`src/rtl/fu_mul_pipe_if.sv`:
```
// Handshake bundle for the pipelined multiply unit: issue side, result side, flush and busy.
// The master drives operations and consumes results; the slave is the multiply unit.
interface fu_mul_pipe_if #(
    parameter int WIDTH = 32,
    parameter int TAG_W = 5
);
    logic             in_valid;
    logic             in_ready;
    logic [WIDTH-1:0] in_a;
    logic [WIDTH-1:0] in_b;
    logic [1:0]       in_op;
    logic [TAG_W-1:0] in_tag;
    logic             flush;
    logic             out_valid;
    logic             out_ready;
    logic [WIDTH-1:0] out_res;
    logic [TAG_W-1:0] out_tag;
    logic             busy;

    modport master (
        output in_valid, in_a, in_b, in_op, in_tag, flush, out_ready,
        input  in_ready, out_valid, out_res, out_tag, busy
    );

    modport slave (
        input  in_valid, in_a, in_b, in_op, in_tag, flush, out_ready,
        output in_ready, out_valid, out_res, out_tag, busy
    );
endinterface

```
`src/rtl/fu_mul_pipe.sv`:
```
// Fully pipelined RISC-V style integer multiplier (MUL/MULH/MULHSU/MULHU) with tag,
// global stall on output backpressure, synchronous flush and busy flag.
module fu_mul_pipe #(
    parameter int WIDTH   = 32,
    parameter int LATENCY = 7,
    parameter int TAG_W   = 5
) (
    input  logic          clk,
    input  logic          rst_n,
    fu_mul_pipe_if.slave  bus
);
    localparam int PW = 2 * WIDTH + 2;

    logic                  stall;
    logic                  advance;
    logic [LATENCY:1]      stage_valid;
    logic [TAG_W-1:0]      stage_tag [1:LATENCY];
    logic [WIDTH-1:0]      stage_res [2:LATENCY];

    // The whole pipe freezes when the output holds a result nobody takes.
    assign stall   = stage_valid[LATENCY] & ~bus.out_ready;
    assign advance = ~stall;

    logic                  a_signed;
    logic                  b_signed;
    logic signed [WIDTH:0] a_ext;
    logic signed [WIDTH:0] b_ext;

    always_comb begin
        a_signed = (bus.in_op == 2'b01) || (bus.in_op == 2'b10);
        b_signed = (bus.in_op == 2'b01);
        a_ext    = {a_signed & bus.in_a[WIDTH-1], bus.in_a};
        b_ext    = {b_signed & bus.in_b[WIDTH-1], bus.in_b};
    end

    logic                  valid1_reg;
    logic [TAG_W-1:0]      tag1_reg;
    logic [1:0]            op1_reg;
    logic signed [WIDTH:0] a1_reg;
    logic signed [WIDTH:0] b1_reg;

    always_ff @(posedge clk or negedge rst_n) begin
        if (!rst_n) begin
            valid1_reg <= 1'b0;
            tag1_reg   <= '0;
            op1_reg    <= '0;
            a1_reg     <= '0;
            b1_reg     <= '0;
        end else begin
            if (bus.flush) begin
                valid1_reg <= 1'b0;
            end else if (advance) begin
                valid1_reg <= bus.in_valid;
            end
            if (advance) begin
                tag1_reg <= bus.in_tag;
                op1_reg  <= bus.in_op;
                a1_reg   <= a_ext;
                b1_reg   <= b_ext;
            end
        end
    end

    assign stage_valid[1] = valid1_reg;
    assign stage_tag[1]   = tag1_reg;

    // Both operands are widened to the full product width so the multiply is exact.
    logic signed [PW-1:0]  a_wide;
    logic signed [PW-1:0]  b_wide;
    logic signed [PW-1:0]  prod;
    logic [WIDTH-1:0]      sel_res;
    logic                  unused_prod_hi;

    assign a_wide         = {{(WIDTH+1){a1_reg[WIDTH]}}, a1_reg};
    assign b_wide         = {{(WIDTH+1){b1_reg[WIDTH]}}, b1_reg};
    assign prod           = a_wide * b_wide;
    assign sel_res        = (op1_reg == 2'b00) ? prod[WIDTH-1:0] : prod[2*WIDTH-1:WIDTH];
    assign unused_prod_hi = ^prod[PW-1:2*WIDTH];

    // Stage 2 captures the selected product half; later stages only delay it.
    for (genvar gi = 2; gi <= LATENCY; gi++) begin : g_stage
        logic             valid_reg;
        logic [TAG_W-1:0] tag_reg;
        logic [WIDTH-1:0] res_reg;
        logic [WIDTH-1:0] res_in;

        if (gi == 2) begin : g_mul
            assign res_in = sel_res;
        end else begin : g_dly
            assign res_in = stage_res[gi-1];
        end

        always_ff @(posedge clk or negedge rst_n) begin
            if (!rst_n) begin
                valid_reg <= 1'b0;
                tag_reg   <= '0;
                res_reg   <= '0;
            end else begin
                if (bus.flush) begin
                    valid_reg <= 1'b0;
                end else if (advance) begin
                    valid_reg <= stage_valid[gi-1];
                end
                if (advance) begin
                    tag_reg <= stage_tag[gi-1];
                    res_reg <= res_in;
                end
            end
        end

        assign stage_valid[gi] = valid_reg;
        assign stage_tag[gi]   = tag_reg;
        assign stage_res[gi]   = res_reg;
    end

    assign bus.in_ready  = advance;
    assign bus.out_valid = stage_valid[LATENCY];
    assign bus.out_res   = stage_res[LATENCY];
    assign bus.out_tag   = stage_tag[LATENCY];
    assign bus.busy      = |stage_valid;
endmodule
```
`src/flat_wrapper.sv`:
```
// flat-port wrapper written by rule: the top's interface ports become plain ports
module fu_mul_pipe_flat 
#(
    parameter int WIDTH   = 32,
    parameter int LATENCY = 7,
    parameter int TAG_W   = 5
)
  (clk, rst_n, bus_in_valid, bus_in_a, bus_in_b, bus_in_op, bus_in_tag, bus_flush, bus_out_ready, bus_in_ready, bus_out_valid, bus_out_res, bus_out_tag, bus_busy);
  fu_mul_pipe_if #(.WIDTH(WIDTH), .TAG_W(TAG_W)) bus_i ();
  input  logic clk;
  input  logic rst_n;
  input wire logic [$bits(bus_i.in_valid)-1:0] bus_in_valid;
  input wire logic [$bits(bus_i.in_a)-1:0] bus_in_a;
  input wire logic [$bits(bus_i.in_b)-1:0] bus_in_b;
  input wire logic [$bits(bus_i.in_op)-1:0] bus_in_op;
  input wire logic [$bits(bus_i.in_tag)-1:0] bus_in_tag;
  input wire logic [$bits(bus_i.flush)-1:0] bus_flush;
  input wire logic [$bits(bus_i.out_ready)-1:0] bus_out_ready;
  output wire logic [$bits(bus_i.in_ready)-1:0] bus_in_ready;
  output wire logic [$bits(bus_i.out_valid)-1:0] bus_out_valid;
  output wire logic [$bits(bus_i.out_res)-1:0] bus_out_res;
  output wire logic [$bits(bus_i.out_tag)-1:0] bus_out_tag;
  output wire logic [$bits(bus_i.busy)-1:0] bus_busy;
  assign bus_i.in_valid = bus_in_valid;
  assign bus_i.in_a = bus_in_a;
  assign bus_i.in_b = bus_in_b;
  assign bus_i.in_op = bus_in_op;
  assign bus_i.in_tag = bus_in_tag;
  assign bus_i.flush = bus_flush;
  assign bus_i.out_ready = bus_out_ready;
  assign bus_in_ready = bus_i.in_ready;
  assign bus_out_valid = bus_i.out_valid;
  assign bus_out_res = bus_i.out_res;
  assign bus_out_tag = bus_i.out_tag;
  assign bus_busy = bus_i.busy;
  fu_mul_pipe #(.WIDTH(WIDTH), .LATENCY(LATENCY), .TAG_W(TAG_W)) u_core (.clk(clk), .rst_n(rst_n), .bus(bus_i));
endmodule
```
`config.mk`:
```
export PLATFORM = sky130hd
export DESIGN_NAME = fu_mul_pipe_flat
export DESIGN_NICKNAME = d
export VERILOG_FILES = /design/src/rtl/fu_mul_pipe_if.sv /design/src/rtl/fu_mul_pipe.sv /design/src/flat_wrapper.sv
export SDC_FILE = /design/constraint.sdc
export NUM_CORES = 2
export LEC_CHECK = 0
export BUFFER_PORTS_ARGS = -buffer_cell sky130_fd_sc_hd__buf_2
export CORE_UTILIZATION = 40
export DETAILED_ROUTE_END_ITERATION = 10
export PLACE_DENSITY = 0.61
export SLEW_MARGIN = 0
export SYNTH_ARGS = -nofsm -noshare
export SYNTH_HDL_FRONTEND = slang
export SYNTH_SLANG_ARGS = --single-unit
```
`constraint.sdc`:
```
create_clock -name clk -period 10.76 [get_ports clk]
set_input_delay 2.152 -clock clk [delete_from_list [all_inputs] [get_ports clk]]
set_output_delay 2.152 -clock clk [all_outputs]
set_load 0.05 [all_outputs]
```
# == After elaboration in Yosys (flattened, before gate mapping) ==
# Cells that the tools add are included.
# totals
register_bits,302
elab_cells,50
output_inout_bits,40
in_bits,76
# op_classes
bitwise_logic,5
eq_ne,3
mul,1
muxes,15
n_reduce_logical,3
# op_table
op,count
multiplier 33 x 33 -> 64 bit,1
2-to-1 mux 32 bit,1
2-to-1 mux 1 bit,14
OR reduction 7 bit,1
AND 1 bit,3
== test 2 x 1 -> 1 bit (second input constant),1
== test 2 bit (second input constant),1
zero test 2 bit,1
inequality test 2 bit (second input constant),1
inverter 1 bit,2
logical OR 1 bit,1

# == Longest topological paths before layout ==
# depth
word_depth,4
mapped_depth,30
mapped_depth_nobuf,29

# == Worst setup path before layout ==
# Ideal clock, no wire load.
# synth_timing
path_kind,register -> register
start,register u_core.a1_reg[32]
end,register u_core.g_stage[2].res_reg[28]
path_buffers,2
period_less_slack_ns,7.768
t_required_ns,10.629
setup_slack_ns,2.992
arrival_time_ns,7.637
stages_incl_launch_ff,26
setup_ns,0.131
path_cell_list,dfrtp_1 clkbuf_1 nand2_1 inv_1 fa_1 fa_1 fa_1 fa_1 fa_1 fa_1 fa_1 inv_1 fa_1 inv_1 ha_1 clkbuf_1 nand2_1 or3b_2 o211ai_1 nor3_1 a21oi_1 o21ai_1 a211oi_2 a21boi_1 and4b_1 or3_1
# synth_via
elab_chain_cells,2
# synth_lines
element,line_no,source
from (decl),fu_mul_pipe.sv:39,logic signed [WIDTH:0] a1_reg;
from (signal assigned),fu_mul_pipe.sv:58,a1_reg <= a_ext;
multiplier 33 x 33 -> 64 bit,fu_mul_pipe.sv:76,assign prod = a_wide * b_wide;
2-to-1 mux 32 bit,fu_mul_pipe.sv:77,assign sel_res = (op1_reg == 2'b00) ? prod[WIDTH-1:0] : prod[2*WIDTH-1:WIDTH];
to (signal assigned),fu_mul_pipe.sv:106,res_reg <= res_in;
to (decl),fu_mul_pipe.sv:84,logic [WIDTH-1:0] res_reg;
# Every way passes these cells.
# A chain may end at the register's enable or synchronous reset.

# == Worst setup path after layout ==
# layout_timing
start,register u_core.b1_reg[10]
end,register u_core.g_stage[2].res_reg[7]
# layout_via
elab_chain_cells,2
# layout_lines
element,line_no,source
from (decl),fu_mul_pipe.sv:40,logic signed [WIDTH:0] b1_reg;
from (signal assigned),fu_mul_pipe.sv:59,b1_reg <= b_ext;
multiplier 33 x 33 -> 64 bit,fu_mul_pipe.sv:76,
2-to-1 mux 32 bit,fu_mul_pipe.sv:77,
# Every way passes these cells.

==> impl_metrics.tcl <==
set metrics [dict create \
    tightest_slew_ns 1.34 \
    dp_hpwl_um 104000 \
    hold_path.class "reg2reg" \
    ios 116 \
    ys.flop_type "dfrtp_1" \
    slew_viol_final 0 \
    r2r-start "u_core.b1_reg[10]" \
    r2r_cells 25 \
    ys_types 65 \
    tns_ns 0 \
    clk_latency_ns 0.60 \
    max_freq_mhz 111 \
    multi_input_area_sq_mm 0.0369 \
    drive_gt1_share_pct 5.09 \
    ctsResizeCount 0 \
    drt-total-wl_um 132000 \
    synth-compound-area-share_pct 3.34 \
    synth-xor-area-share_pct 1.27 \
    htree_levels 2 \
    finalHoldViolations 0 \
    postCtsHoldBufs 0 \
    port_buffers 115 \
    cts_tree "built" \
    area_growth_pct 6.99 \
    firstDrtPassIters 5 \
    muxShareOfSynthArea_pct 0.0428 \
    gp_congestion 0.906 \
    grtUsageTotal_pct 21.8 \
    synth_edf_count 0 \
    cp-end-kind "flip-flop" \
    finalSetupViolCount 0 \
    dieWidth_um 354 \
    synth_nets 6849 \
    ys_seq_area_share_pct 15.2 \
    synth_fa_ha_area_share_pct 50.7 \
    min_to "u_core.g_stage[6].res_reg[11]" \
    dieArea_sq_mm 0.126 \
    hp-start "u_core.g_stage[5].res_reg[11]" \
    max_slew_margin_pct 10.6 \
    yosysWarnings 0 \
    core-area_sq_mm 0.123 \
    ant_nets 0 \
    reg2reg_slack_ns 1.75 \
    drv_cap 0 \
    critPathLaunchType "flip-flop" \
    crit_arrival_ns 9.46 \
    status "completed" \
    grt_pass1_vias 37670 \
    fin_skew_ns 0.0357 \
    reg2reg_to "u_core.g_stage[2].res_reg[7]" \
    drt-vias-per-instance 4.98 \
    grt_first_pass_wirelength_um 214000 \
    synth_simple_gate_area_share_pct 18.9 \
    path_clk_slew_ns 0.06 \
    avgSynthCellArea_sq_um 9.13 \
    rows 128 \
    crit_type "reg2reg" \
    antenna_found_initial 2 \
    drt-initial-drc-count 2351 \
    cts_buffers 38 \
    cts_setup_buffers 0 \
    vias 34967 \
    crit_fanout 18 \
    num-fill-cells 12043 \
    drc 0 \
    required_ns 11.22 \
    cts.path.max_buffers 3 \
    die_y_um 354 \
    hold_ws_ns 0.453 \
    cts-root-buf "clkbuf_16" \
    hold_depth 2 \
    start_util_pct 40.5 \
    fin_nets 6785 \
    overflow 0 \
    rsz0062_at_grt "no" \
    largest_reg_flops 160 \
    synth_top_family_by_area "adder cells" \
    netlist_area_sq_mm 0.0496 \
    synth_cells 5435 \
    wl_per_cell_um 18.8 \
    grt_max_degree 192 \
    fin_crit_ns 9.01 \
    synth.ff_latch_count 302 \
    synth-async-reset-ratio_pct 100 \
    ff_latch_area_sq_mm 0.00756 \
    clock_sinks 302 \
    period_share_pct 83.7 \
]
## logic make-up after synthesis
logic type	count (synthesis)
simple gates	2068
buf+inv	1392
fa+ha+maj	1338
xor+xnor	72
mux	2
compound gates	261
flops	302
## how the worst max path moves through the flow
stage / startpoint / endpoint / slack, ns / cells after the start
after floorplan: u_core.a1_reg[32] / u_core.g_stage[2].res_reg[28] / 2.99 / 25
after global placement: u_core.b1_reg[10] / u_core.g_stage[2].res_reg[7] / 1.95 / 25
after CTS: u_core.b1_reg[10] / u_core.g_stage[2].res_reg[19] / 1.81 / 26
after global routing: u_core.b1_reg[0] / u_core.g_stage[2].res_reg[28] / 1.33 / 23
final: u_core.b1_reg[10] / u_core.g_stage[2].res_reg[7] / 1.75 / 25
after detailed placement: u_core.b1_reg[10] / u_core.g_stage[2].res_reg[19] / 1.90 / 26
## worst max-delay path: stages (launching register included)
cell and delay, ns:
dfrtp_1 0.92, buf_4 0.41, and2_1 0.20, fa_1 0.45, fa_1 0.55, inv_1 0.06, fa_1 0.53, inv_1 0.05
fa_1 0.50, inv_1 0.05, fa_1 0.60, fa_1 0.45, fa_1 0.46, fa_1 0.52, inv_1 0.05, ha_1 0.39
and3_1 0.25, and3_1 0.28, nand3_1 0.12, or3_1 0.32, o21ai_0 0.42, nor2b_1 0.14, o21ai_0 0.31, xor2_1 0.19
o21ai_0 0.54, nand2_1 0.09
## area by class of cell
type	instances	area share, %
Antenna cell	1	0.00471
Multi-Input combinational cell	3741	69.4
Timing Repair Buffer	190	2.21
Inverter	1098	7.77
Tap cell	1625	3.83
Clock inverter	19	0.539
Sequential cell	302	14.2
Clock buffer	50	2.01
## routing by layer
| layer | up-vias | global-route usage (%) | share of wire (%) |
|---|---|---|---|
| li1 | 15529 | - | - |
| met1 | 18386 | 30.9 | 44 |
| met2 | 896 | 36.0 | 48 |
| met3 | 156 | 2.06 | 5.2 |
| met4 | 0 | 5.36 | 2.3 |
| met5 | - | 0 | 0 |
## per-stage QoR
| stage | area (sq um) | worst slack (ns) | utilization, % | std cells |
|---|---|---|---|---|
| finish | 53100 | 1.75 | 43.4 | 7026 |
| global route | 53100 | 1.33 | 43.4 | 7025 |
| CTS | 53100 | 1.81 | 43.4 | 7025 |
| detailed placement | 51800 | 1.90 | 42.2 | 6956 |
| global placement | 51800 | 1.95 | 42.2 | 6956 |
| floorplan | 49600 | 2.99 | - | 5435 |
## layout by cell type (no fill, tap or decap), types with 6 or more instances in the layout
master and instances:
nand2_1 1375, fa_1 1125, inv_1 1097, and2_1 531
dfrtp_1 297, ha_1 213, buf_2 114, a21oi_1 102
buf_4 73, nor2_1 55, o21ai_0 54, xnor2_1 44
clkbuf_16 38, nor2b_1 32, xor2_1 28, a21o_1 24
nand4_1 14, nand2b_1 11, nand3_1 11, o21bai_1 11
a31oi_1 11, and3_1 9, nor3_1 8, or3_1 7
clkbuf_8 7, o21a_1 6
## synth_stat cells (8+ instances only)
master	instances	share of area, %
nand2_1	1375	10
fa_1	1125	45
inv_1	1098	8.3
and2_1	531	6.7
dfrtp_1	302	15
clkbuf_1	278	2.1
ha_1	213	5.4
a21oi_1	102	1.0
nor2_1	55	0.42
o21ai_0	54	0.54
xnor2_1	44	0.78
nor2b_1	33	0.42
xor2_1	28	0.49
a21o_1	24	0.36
nand4_1	14	0.18
a31oi_1	11	0.14
nand2b_1	11	0.14
nand3_1	11	0.11
o21bai_1	11	0.17
and3_1	9	0.11
buf_1	9	0.068
nor3_1	8	0.081
Power is not shown: default switching activity piles up to over one toggle a cycle in this logic, so the estimate is an artifact.
